<file path="config.mk">
export PLATFORM = sky130hd
export DESIGN_NAME = adg_mux_sequencer
export DESIGN_NICKNAME = d
export VERILOG_FILES = /design/src/rtl/adg_mux_pkg.sv /design/src/rtl/phase_timer.sv /design/src/rtl/adg_mux_sequencer.sv
export SDC_FILE = /design/constraint.sdc
export NUM_CORES = 1
export LEC_CHECK = 0
export BUFFER_PORTS_ARGS = -buffer_cell sky130_fd_sc_hd__buf_4
export CAP_MARGIN = 10
export CORE_ASPECT_RATIO = 1.1
export CORE_MARGIN = 1
export CORE_UTILIZATION = 59
export DETAILED_ROUTE_END_ITERATION = 16
export PLACE_DENSITY = 0.85
export SYNTH_ARGS = -nofsm -noshare
export SYNTH_HDL_FRONTEND = slang
export SYNTH_SLANG_ARGS = --single-unit
</file>
<file path="constraint.sdc">
create_clock -name i_clk -period 3.1 [get_ports i_clk]
set_input_delay 0.155 -clock i_clk [delete_from_list [all_inputs] [get_ports i_clk]]
set_output_delay 0.155 -clock i_clk [all_outputs]
set_load 0.03 [all_outputs]
</file>
<file path="src/rtl/adg_mux_pkg.sv">
// rtl/adg_mux_pkg.sv - shared state and mode encodings for the mux sequencer
package adg_mux_pkg;

    typedef enum logic [2:0] {
        ST_IDLE   = 3'd0,
        ST_SETUP  = 3'd1,
        ST_STROBE = 3'd2,
        ST_HOLD   = 3'd3,
        ST_DWELL  = 3'd4
    } state_t;

    typedef logic [1:0] mode_t;

    localparam mode_t MODE_IDLE  = 2'd0;
    localparam mode_t MODE_SWEEP = 2'd1;
    localparam mode_t MODE_STEP  = 2'd2;
    localparam mode_t MODE_FIXED = 2'd3;

endpackage

</file>
<file path="src/rtl/phase_timer.sv">
// rtl/phase_timer.sv - loadable down-counter with zero flag for phase timing
module phase_timer #(
    parameter int CNT_W = 24
) (
    input  logic             i_clk,
    input  logic             i_rst_n,
    input  logic             i_load,
    input  logic [CNT_W-1:0] i_load_val,
    output logic             o_done
);

    logic [CNT_W-1:0] r_cnt;

    // Load on phase entry, otherwise count down and park at zero
    always_ff @(posedge i_clk or negedge i_rst_n) begin
        if (!i_rst_n) begin
            r_cnt <= '0;
        end else if (i_load) begin
            r_cnt <= i_load_val;
        end else if (r_cnt != '0) begin
            r_cnt <= r_cnt - CNT_W'(1);
        end
    end

    assign o_done = (r_cnt == '0);

endmodule

</file>
<file path="src/rtl/adg_mux_sequencer.sv">
// rtl/adg_mux_sequencer.sv - ADG732-class mux channel sequencer with break-before-make
module adg_mux_sequencer
    import adg_mux_pkg::*;
#(
    parameter int NUM_CH       = 32,
    parameter int CH_W         = 5,
    parameter int CNT_W        = 24,
    parameter int DWELL_CYCLES = 10000000,
    parameter int SETUP_CYCLES = 2,
    parameter int PULSE_CYCLES = 2,
    parameter int HOLD_CYCLES  = 2
) (
    input  logic            i_clk,
    input  logic            i_rst_n,
    input  logic            i_run,
    input  logic [1:0]      i_mode,
    input  logic            i_step,
    input  logic [CH_W-1:0] i_fixed_ch,
    output logic [CH_W-1:0] o_set_ch,
    output logic            o_en_n,
    output logic            o_cs_n,
    output logic            o_wr_n,
    output logic [CH_W-1:0] o_cur_ch,
    output logic            o_ch_valid,
    output logic            o_ready,
    output logic            o_sweep_done,
    output logic            o_busy
);

    if (NUM_CH < 2 || NUM_CH > (1 << CH_W)) begin : g_bad_num_ch
        $error("adg_mux_sequencer: NUM_CH must be in 2..2**CH_W");
    end
    if (DWELL_CYCLES < 1 || DWELL_CYCLES > (1 << CNT_W) - 1) begin : g_bad_dwell
        $error("adg_mux_sequencer: DWELL_CYCLES must be in 1..2**CNT_W-1");
    end
    if (SETUP_CYCLES < 1 || PULSE_CYCLES < 1 || HOLD_CYCLES < 1) begin : g_bad_phase
        $error("adg_mux_sequencer: SETUP/PULSE/HOLD_CYCLES must be >= 1");
    end
    if (SETUP_CYCLES > (1 << CNT_W) || PULSE_CYCLES > (1 << CNT_W) ||
        HOLD_CYCLES > (1 << CNT_W)) begin : g_bad_phase_w
        $error("adg_mux_sequencer: phase length exceeds counter width");
    end

    localparam logic [CH_W-1:0] LAST_CH = CH_W'(NUM_CH - 1);

    state_t            r_state;
    state_t            w_state_nxt;
    logic [CH_W-1:0]   r_target;
    logic [CH_W-1:0]   w_target_nxt;
    logic [CH_W-1:0]   r_set_ch;
    logic [CH_W-1:0]   r_cur_ch;
    logic              r_en_n;
    logic              r_cs_n;
    logic              r_wr_n;
    logic              r_ch_valid;
    logic              r_ready;
    logic              r_sweep_done;
    logic              r_busy;
    logic              w_active;
    logic              w_advance;
    logic              w_wrap;
    logic              w_tmr_done;
    logic              w_tmr_load;
    logic [CNT_W-1:0]  w_tmr_val;
    logic [CH_W-1:0]   w_fixed_clamped;
    logic [CH_W-1:0]   w_next_ch;

    assign w_active        = i_run && (i_mode != MODE_IDLE);
    assign w_fixed_clamped = (i_fixed_ch > LAST_CH) ? LAST_CH : i_fixed_ch;
    assign w_next_ch       = (r_cur_ch == LAST_CH) ? '0 : r_cur_ch + CH_W'(1);
    assign w_tmr_load      = (w_state_nxt != r_state);

    phase_timer #(
        .CNT_W (CNT_W)
    ) u_phase_timer (
        .i_clk      (i_clk),
        .i_rst_n    (i_rst_n),
        .i_load     (w_tmr_load),
        .i_load_val (w_tmr_val),
        .o_done     (w_tmr_done)
    );

    // Next-state and next-target; a started write always runs to the end of HOLD
    always_comb begin
        w_state_nxt  = r_state;
        w_target_nxt = r_target;
        w_advance    = 1'b0;
        w_wrap       = 1'b0;
        case (r_state)
            ST_IDLE: begin
                if (w_active) begin
                    w_state_nxt  = ST_SETUP;
                    w_target_nxt = (i_mode == MODE_FIXED) ? w_fixed_clamped : '0;
                end
            end
            ST_SETUP:  if (w_tmr_done) w_state_nxt = ST_STROBE;
            ST_STROBE: if (w_tmr_done) w_state_nxt = ST_HOLD;
            ST_HOLD:   if (w_tmr_done) w_state_nxt = w_active ? ST_DWELL : ST_IDLE;
            ST_DWELL: begin
                if (!w_active) begin
                    w_state_nxt = ST_IDLE;
                end else if (i_mode == MODE_FIXED) begin
                    if (w_fixed_clamped != r_cur_ch) begin
                        w_state_nxt  = ST_SETUP;
                        w_target_nxt = w_fixed_clamped;
                    end
                end else if ((i_mode == MODE_SWEEP && w_tmr_done) ||
                             (i_mode == MODE_STEP && r_ready && i_step)) begin
                    w_advance = 1'b1;
                end
            end
            default: w_state_nxt = ST_IDLE;
        endcase
        if (w_advance) begin
            w_state_nxt  = ST_SETUP;
            w_target_nxt = w_next_ch;
            w_wrap       = (r_cur_ch == LAST_CH);
        end
    end

    // Phase length loaded into the timer on entry to each state (N cycles -> N-1)
    always_comb begin
        w_tmr_val = '0;
        case (w_state_nxt)
            ST_SETUP:  w_tmr_val = CNT_W'(SETUP_CYCLES - 1);
            ST_STROBE: w_tmr_val = CNT_W'(PULSE_CYCLES - 1);
            ST_HOLD:   w_tmr_val = CNT_W'(HOLD_CYCLES - 1);
            ST_DWELL:  w_tmr_val = CNT_W'(DWELL_CYCLES - 1);
            default:   w_tmr_val = '0;
        endcase
    end

    // State register and registered pin outputs decoded from the upcoming state
    always_ff @(posedge i_clk or negedge i_rst_n) begin
        if (!i_rst_n) begin
            r_state      <= ST_IDLE;
            r_target     <= '0;
            r_set_ch     <= '0;
            r_cur_ch     <= '0;
            r_en_n       <= 1'b1;
            r_cs_n       <= 1'b1;
            r_wr_n       <= 1'b1;
            r_ch_valid   <= 1'b0;
            r_ready      <= 1'b0;
            r_sweep_done <= 1'b0;
            r_busy       <= 1'b0;
        end else begin
            r_state      <= w_state_nxt;
            r_target     <= w_target_nxt;
            if (w_state_nxt == ST_SETUP && r_state != ST_SETUP) begin
                r_set_ch <= w_target_nxt;
            end
            if (r_state == ST_HOLD && w_tmr_done) begin
                r_cur_ch <= r_target;
            end
            r_en_n       <= (w_state_nxt != ST_DWELL);
            r_cs_n       <= !(w_state_nxt == ST_SETUP || w_state_nxt == ST_STROBE ||
                              w_state_nxt == ST_HOLD);
            r_wr_n       <= (w_state_nxt != ST_STROBE);
            r_ch_valid   <= (w_state_nxt == ST_DWELL);
            r_ready      <= (r_state == ST_DWELL) && w_tmr_done &&
                            (w_state_nxt == ST_DWELL) && (i_mode == MODE_STEP);
            r_sweep_done <= w_wrap;
            r_busy       <= (w_state_nxt != ST_IDLE);
        end
    end

    assign o_set_ch     = r_set_ch;
    assign o_en_n       = r_en_n;
    assign o_cs_n       = r_cs_n;
    assign o_wr_n       = r_wr_n;
    assign o_cur_ch     = r_cur_ch;
    assign o_ch_valid   = r_ch_valid;
    assign o_ready      = r_ready;
    assign o_sweep_done = r_sweep_done;
    assign o_busy       = r_busy;

endmodule

</file>
==> results.md, run 1 <==
- CP Class: flop to flop
- Worst vdd ir: just under 0.5 mV
- Worst hold path endpoint: o_ready
- Crit path buffers/inverters: 0
- Inserted Diodes: 0
- Post-Synth Simple-Gate Area: a little under a quarter
- Most common cell after layout, fill and taps aside: dfrtp_1
- Setup violators final: 0
- Largest net degree at the start of global routing: 50
- CTS clock-pin slew for the worst setup and hold paths: 0.09 ns
- Minimum clock period: approximately 2.8 ns
- Clock Latency Late Sink: 0.30 ns
- Main combinational cell family by area after synthesis: simple AND/OR/NAND/NOR gates
- Pwr dens: between 800 and 900 nW/µm²
- Post-Syn Instances: 268
- First-pass GRT wire length: between 9000 and 10000 µm
- HP Class: primary input to flop
- Vias in the first global route: 2091
- Worst hold stages: 3
- Post-synthesis xor/xnor area fraction: 8.40%
- MaxCap Viol Count: 0
- Critical Path Start Type: flop
- Core area: 4620 µm²
- Sum Neg Setup Slack: 0 ns
- Clk root buf: clkbuf_8
- Start point of the worst hold path: i_mode[1]
- Layout fillers: ~330
- Clock tree buffer depth: 2
- Syn Std Cell Area: approximately 2800 µm²
- Synth Flop Type: dfrtp_1
- Mux contribution to synthesized area: roughly 4.8%
- Yosys reg bits: 49
- Final core utilization: 68.0%
- Worst Setup End Kind: flop
- Status: finished, final reports clean
- FP Rows: 26
- TritonRoute pass-1 iters: 4
- Full die area: just over 5000 µm²
- Die height: about 74 µm
- Final WL: just under 6000 µm
- Area share of fa/ha/maj cells after synthesis: approximately 1.8%
- Largest fanout on the critical path: 12
- Total Routing Usage GR: between 20% and 30%
- Critical path cell sequence: nor4_4 > nand4_4 > nor4_4 > o22ai_4 > o22ai_4 > nand2_1 > o31ai_1
- Layout cell share with drive strength beyond 1: 28.0%
- Fin crit share: 90.6%
- RSZ-0062 raised after global routing: false
- Slew Limit Fails: 0
- Most frequent cells in the layout: dfrtp_1 (46), buf_4 (33), nor2_1 (32), xnor2_1 (21), nand3_1 (17)
- Starting Density: between 60 and 70%
- Layout Area Growth over Synthesis: 11.5%
- Post-synth EDFFs: 0
- CTS tree: done
- Port bufs: 27
- Distinct cells, synth: 61
- Reg-to-Reg Start: u_phase_timer.r_cnt[8]
- Syn nets: about 280
- Global route total overflow: 0
- Via count: roughly 2200
- Initial antenna violation count: 0
- Htree depth: 2
- P_leak: 0.00138 µW
- Synth warn: 0
- Gp weighted congestion: around 0.90
- Initial DRC count: roughly 230
- Sequential fraction of the synthesis area: 43.7%
- Critical Path RT: 3.30 ns
- CP top delay family: simple AND/OR/NAND/NOR gates
- Die W: 67.9 µm
- Drc violations: 0
- Max-slew headroom at the worst pin: ~52%
- Clock Skew: between 0.008 and 0.009 ns
- Clock sinks: 49
- Design area: about 3100 µm²
- Worst flop-to-flop path endpoint: u_phase_timer.r_cnt[12]
- CP max stage delay: approximately 0.44 ns
- Slowest cell on the critical path: nor4_4
- Post-DP Area: just over 3000 µm²
- Compound-Gate Fraction of Synth Area: roughly 14%
- Critical Path AT: between 3 and 4 ns
- Layout Nets: 314
- Worst R2R Path Depth: 7
- R2R Setup Slk: 0.29 ns
- Post-DR wirelength/cell: approximately 16 µm
- Final Hold Vio Count: 0
- Fmax: between 0.3 and 0.4 GHz
- FFs w/ async S/R, synth: between 90% and 100%
- Mapped Avg Cell Area: ~11 µm²
- Dpl hpwl: around 4200 µm
- CTS Buf Count: 5
- I/O pins: 28
- Drt via density: between 6 and 7
- Worst Tran Pin Value: approximately 0.7 ns
- Routed Antenna Nets: 0
[synth_stat cells (2+ instances only)]
library cell	number	area, µm²
dfrtp_1	46	1150
inv_1	7	26.3
a21oi_2	9	78.8
a211o_1	2	17.5
nand2_1	16	60.1
and2_1	2	12.5
mux2_2	12	135
nor4_1	4	25.0
nor2_2	2	12.5
a31oi_1	8	50.1
o2111ai_1	5	43.8
o31ai_1	2	15.0
and3_1	2	12.5
nand3_1	17	85.1
nor3_1	6	30.0
nor4_4	3	63.8
nand2b_1	3	18.8
nand4b_1	2	17.5
dfstp_2	3	78.8
buf_6	2	22.5
ha_1	4	50.1
nor2_1	32	120
xor2_1	6	52.6
clkbuf_8	3	41.3
or3_1	3	18.8
xnor2_1	21	184
o21ai_1	3	15.0
o21ai_0	5	25.0
a21oi_1	2	10.0
nand4_1	4	25.0
buf_2	2	10.0
[worst max-delay path by stage]
stage | start | slack (ns) | cells past startpoint | to
after global routing | u_phase_timer.r_cnt[17] | 0.08 | 7 | u_phase_timer.r_cnt[12]
after detailed placement | u_phase_timer.r_cnt[17] | 0.17 | 7 | u_phase_timer.r_cnt[12]
after floorplan | u_phase_timer.r_cnt[4] | 0.77 | 8 | u_phase_timer.r_cnt[10]
after global placement | u_phase_timer.r_cnt[8] | 0.36 | 7 | u_phase_timer.r_cnt[12]
final | u_phase_timer.r_cnt[8] | 0.29 | 7 | u_phase_timer.r_cnt[12]
after CTS | u_phase_timer.r_cnt[17] | 0.15 | 7 | u_phase_timer.r_cnt[12]
[through the flow]
| step | setup WS [ns] | hold WS (ns) | cells | total power [µW] |
|---|---|---|---|---|
| CTS | 0.153 | 0.157 | 356 | 2690 |
| floorplan | 0.770 | -0.141 | 268 | 2010 |
| finish | 0.290 | 0.162 | 356 | 2690 |
| global route | 0.0797 | 0.162 | 356 | 2870 |
| detailed placement | 0.166 | 0.200 | 347 | 2320 |
| global placement | 0.365 | 0.191 | 347 | 2280 |
[flip-flops by register name (all words and copies together), names as in the netlist]
name,flops
o_cur_ch,5
u_phase_timer.r_cnt,24
o_sweep_done,1
o_busy,1
o_ready,1
o_ch_valid,1
o_set_ch,5
o_en_n,1
r_target,5
o_wr_n,1
o_cs_n,1
r_state,3
[power breakdown]
group | leakage [µW] | switching, µW | internal (µW) | total [µW]
clock network | 0.0000439 | 205 | 156 | 361
logic | 0.000697 | 754 | 534 | 1290
registers | 0.000643 | 199 | 840 | 1040
total | 0.00138 | 1160 | 1530 | 2690
[layer usage]
| metal | vias to the layer above | global-route usage (%) | wire, µm | part of all wire [%] |
|---|---|---|---|---|
| met4 | 0 | 12.5 | 128 | 2.2 |
| met3 | 16 | 5.98 | 335 | 5.8 |
| met2 | 86 | 39.6 | 2780 | 48 |
| li1 | 1028 | - | - | - |
| met5 | - | 0 | 0 | 0 |
| met1 | 1058 | 32.0 | 2580 | 44 |
[worst min-delay path: stages]
cell and delay, ns:
buf_4 0.14, nand4b_1 0.09, nor3_1 0.04
[cell families after synthesis]
logic type               Yosys count
XOR/XNOR                          27
adder cells (fa/ha/maj)            4
multiplexers                      12
flip-flops                        49
AND/OR/NAND/NOR                  110
buffers and inverters             17
AO/OA/AOI/OAI                     49
[timing repair]
action                                 4_1_cts  5_1_grt
endpoints found under the hold margin       46        0
setup buffers                                0        0
setup endpoints to repair                    0        1
gates resized for setup                      0        1
hold buffers                                 1        0
[final cells by class]
cell class	count	area, µm²	share of cell area (%)
Multi-Input combinational cell	202	1470	46.8
Sequential cell	49	1230	39.2
Timing Repair Buffer	34	258	8.21
Tap cell	56	70.1	2.23
Clock buffer	5	68.8	2.19
Inverter	7	26.3	0.837
Clock inverter	3	17.5	0.558
Power figures use the tool's default switching activity.
==> run 2: changes to the inputs <==
--- a/config.mk
+++ b/config.mk
@@ -5,13 +5,14 @@
 export SDC_FILE = /design/constraint.sdc
 export NUM_CORES = 1
 export LEC_CHECK = 0
+export ABC_AREA = 1
 export BUFFER_PORTS_ARGS = -buffer_cell sky130_fd_sc_hd__buf_4
 export CAP_MARGIN = 10
 export CORE_ASPECT_RATIO = 1.1
 export CORE_MARGIN = 1
 export CORE_UTILIZATION = 59
 export DETAILED_ROUTE_END_ITERATION = 16
-export PLACE_DENSITY = 0.85
+export PLACE_DENSITY = 0.84
 export SYNTH_ARGS = -nofsm -noshare
 export SYNTH_HDL_FRONTEND = slang
 export SYNTH_SLANG_ARGS = --single-unit
==> run 2 against run 1 <==
Compared with the run above:
- first-iteration DRC count decreased by 0.87%
- die area increased by 4.4%
- count of clock-buffer cells in the layout unchanged
- combinational power increased by 47%
- sequential share of layout area decreased by 1.8 points
- critical path depth increased by 10
- critical path type unchanged
- highest routed layer unchanged
==> results.md, run 2 <==
- Drc violations: 0 (unchanged)
- Reg power frac: 30.1% (-8.6 points)
- Crit path launch: u_phase_timer.r_cnt[0]
- Dpl hpwl: 4980 µm (+17%)
- Final WL: 6670 µm (+15%)
- Routed Antenna Nets: 0 (unchanged)
- TritonRoute pass-1 iters: 5 (+1)
- CP max stage delay: 0.38 ns (-0.06 ns)
- Global route total overflow: 0 (unchanged)
- Combinational power share: 58.3% (+10 points)
- P_leak: 0.00188 µW (+36%)
- Worst hold stages: 3 (unchanged)
- Clk root buf: clkbuf_8
- Max-slew headroom at the worst pin: 59.8% (+7.9 points)
- Crit path capture: u_phase_timer.r_cnt[0]
- RSZ-0062 raised after global routing: false
- Fin crit share: 84.6% (-6.0 points)
- Post-CTS setup buffer count: 0 (unchanged)
- Status: finished, final reports clean
- Cell with the most instances after synthesis: nand2_1
- Post-synth EDFFs: 0 (unchanged)
- Setup violators final: 0 (unchanged)
- Crit path top cell by count: nand2_1
- Area contributors post-synth: dfrtp_1 (39%), nand2_1 (14%), nor2_1 (7.8%)
- Critical path cell sequence: inv_1 > ha_1 > inv_1 > nor2_1 > nand2_1 > nor2_4 > nand3_4 > nand2_1 > nand2_1 > nand4_1 > nand2_1 > nand2_2 > nand3_4 > inv_2 > nand2_2 > nand2_1 > nand2_1
- Core area: 4720 µm² (+2.1%)
- Htree depth: 2 (unchanged)
- Vias in the first global route: 2503 (+20%)
- Full die area: 5270 µm² (+4.4%)
- Critical Path AT: 2.83 ns (-0.18 ns)
- Syn Std Cell Area: 2940 µm² (+4.5%)
- Synth warn: 0 (unchanged)
- Die W: 69.3 µm (+2.2%)
- Slew Limit Fails: 0 (unchanged)
- Worst Tran Pin Value: 0.603 ns (-0.116 ns)
- Sum Neg Setup Slack: 0 ns (unchanged)
- Initial antenna violation count: 0 (unchanged)
- Crit path buffers/inverters: 3 (+3)
- Area share of fa/ha/maj cells after synthesis: 1.70% (-0.077 points)
- Slowest cell on the critical path: dfrtp_1
- Reg-to-Reg Start: u_phase_timer.r_cnt[0]
- Synth top cells by count: nand2_1 (106), nor2_1 (61), inv_1 (50)
- Main combinational cell family by area after synthesis: simple AND/OR/NAND/NOR gates
- Yosys reg bits: 49 (unchanged)
- Initial DRC count: 227 (-0.87%)
- Starting Density: 62.4% (+1.4 points)
- Pwr dens: 987 nW/µm² (+15%)
- Layout cell share with drive strength beyond 1: 16.9% (-11 points)
- Minimum clock period: 2.62 ns (-0.187 ns)
- Via count: 2659 (+22%)
- Dominant cell type by area after synthesis: dfrtp_1
- R2R Setup Slk: 0.48 ns (+0.19 ns)
- Layout Nets: 440 (+40%)
- Worst flop-to-flop path endpoint: u_phase_timer.r_cnt[0]
- Final std cells w/o fill: 482 (+35%)
- Fmax: 0.381 GHz (+7.1%)
- Die height: 76.1 µm (+2.2%)
- Most common cell after layout, fill and taps aside: nand2_1
- Gp weighted congestion: 0.868 (-3.6%)
- Mux contribution to synthesized area: 0.383% (-4.4 points)
- Worst vdd ir: 0.626 mV (+27%)
- Final Hold Vio Count: 0 (unchanged)
- Distinct cells, synth: 33 (-46%)
- CP top delay family: simple AND/OR/NAND/NOR gates
- Synth Flop Type: dfrtp_1
- Post-Synth Simple-Gate Area: 37.7% (+15 points)
- CTS Buf Count: 5 (unchanged)
- Compound-Gate Fraction of Synth Area: 4.42% (-9.7 points)
- Mapped Avg Cell Area: 7.47 µm² (-29%)
- Clock Latency Late Sink: 0.31 ns (about the same)
- Worst R2R Path Depth: 17 (+10)
- Post-DR wirelength/cell: 13.8 µm (-15%)
- CP Class: flop to flop
- Clk pwr share: 11.6% (-1.8 points)
- CTS tree: done
- Critical Path Start Type: flop
- Clock Skew: 0.00506 ns (-0.00358 ns)
- Drt via density: 5.52 (-10%)
- Cell total after placement: 473 (+36%)
- Sequential fraction of the synthesis area: 41.8% (-1.9 points)
- Largest net degree at the start of global routing: 50 (unchanged)
- Post-Syn Instances: 394 (+47%)
- FFs w/ async S/R, synth: 100% (unchanged)
- Post-synthesis xor/xnor area fraction: 5.36% (-3.0 points)
- Port bufs: 27 (unchanged)
- Max reg flops: 24 (unchanged)
- Levels on crit path: 17 (+10)
- Most frequent cells in the layout: nand2_1 (106), nor2_1 (61), inv_1 (50), dfrtp_1 (46), buf_4 (29)
- CTS clock-pin slew for the worst setup and hold paths: 0.09 ns (about the same)
- Critical Path RT: 3.30 ns (about the same)
- Worst Setup End Kind: flop
- Inserted Diodes: 0 (unchanged)
- MaxCap Viol Count: 0 (unchanged)
- Syn nets: 409 (+45%)
- Yosys top cell area share: 39.1% (-1.8 points)
- Layout Area Growth over Synthesis: 11.8%
- First-pass GRT wire length: 11700 µm (+22%)
- Switching part of the total: 50.9% (+7.8 points)
- Total Routing Usage GR: 27.6% (+2.5 points)
- Register with the most flip-flops: u_phase_timer.r_cnt
- I/O pins: 28 (unchanged)
- Largest fanout on the critical path: 15 (+3)
- Pint: 1590 µW (+4.1%)
- Clock tree buffer depth: 2 (unchanged)
- HP Class: primary input to flop
- FP Rows: 26 (unchanged)
- Clock sinks: 49 (unchanged)
- Sw power: 1650 µW (+43%)
[run 2: power by group through the flow]
| stage | logic [µW] | registers (µW) | clock network, µW |
|---|---|---|---|
| after floorplan | 1360 | 1080 | 0 |
| after global placement | 1820 | 981 | 0 |
| after detailed placement | 1870 | 981 | 0 |
| after CTS | 1880 | 973 | 387 |
| after global routing | 2140 | 997 | 407 |
| final | 1890 | 976 | 378 |
[run 2: cell families (layout without fill, tap and decap cells)]
logic type                 count (synthesis)  after routing
adders and majority gates                  4              4
buffers and inverters                     61             93
DFF                                       49             49
muxes                                      1              1
and+or+nand+nor                          240            240
xor gates and xnor gates                  18             18
AOI/OAI and AO/OA                         21             21
[run 2: worst reg2reg max path, delay by kind of cell, from the launching register on]
family,cells,cell delay (ns)
adder cells (fa/ha/maj),1,0.19
AND/OR/NAND/NOR,13,1.67
flip-flops,1,0.38
buffers and inverters,3,0.28
[run 2: metrics by stage]
| step | util (%) | instance area (µm²) | setup slack, ns | power (µW) | hold WS, ns |
|---|---|---|---|---|---|
| after floorplan | - | 2940 | 1.03 | 2440 | -0.141 |
| after global placement | 67.6 | 3190 | 0.638 | 2800 | 0.213 |
| after detailed placement | 67.6 | 3190 | 0.515 | 2850 | 0.217 |
| after CTS | 69.7 | 3290 | 0.490 | 3240 | 0.148 |
| after global routing | 69.7 | 3290 | 0.142 | 3540 | 0.173 |
| final | 69.7 | 3290 | 0.477 | 3250 | 0.151 |
[run 2: timing repair]
item                      4_1_cts  5_1_grt
hold endpoints to repair       46        0
hold buffers                    1        0
resized for setup               0        0
[run 2: per-layer routing]
metal,share of wire (%),up-vias,GRT usage (%),wire (µm)
li1,-,1300,-,-
met1,46,1237,40.2,3060
met2,46,107,41.3,3060
met3,5.7,15,4.10,377
met4,2.6,0,11.2,172
met5,0,-,0,0
[run 2: area by class of cell]
type,instances,area (µm²)
fill,388,1430
inverter,55,211
sequential,49,1230
timing repair buffer,30,228
multi-input combinational,284,1460
clock buffer,5,68.8
clock inverter,3,22.5
tap,56,70.1
[run 2: worst min-delay path by stage]
stage	start	endpoint
final	i_fixed_ch[4]	r_target[4]
after global routing	i_fixed_ch[4]	r_target[4]
after CTS	i_fixed_ch[4]	r_target[4]
after detailed placement	i_rst_n	u_phase_timer.r_cnt[13]
after global placement	i_rst_n	u_phase_timer.r_cnt[18]
after floorplan	i_rst_n	o_busy
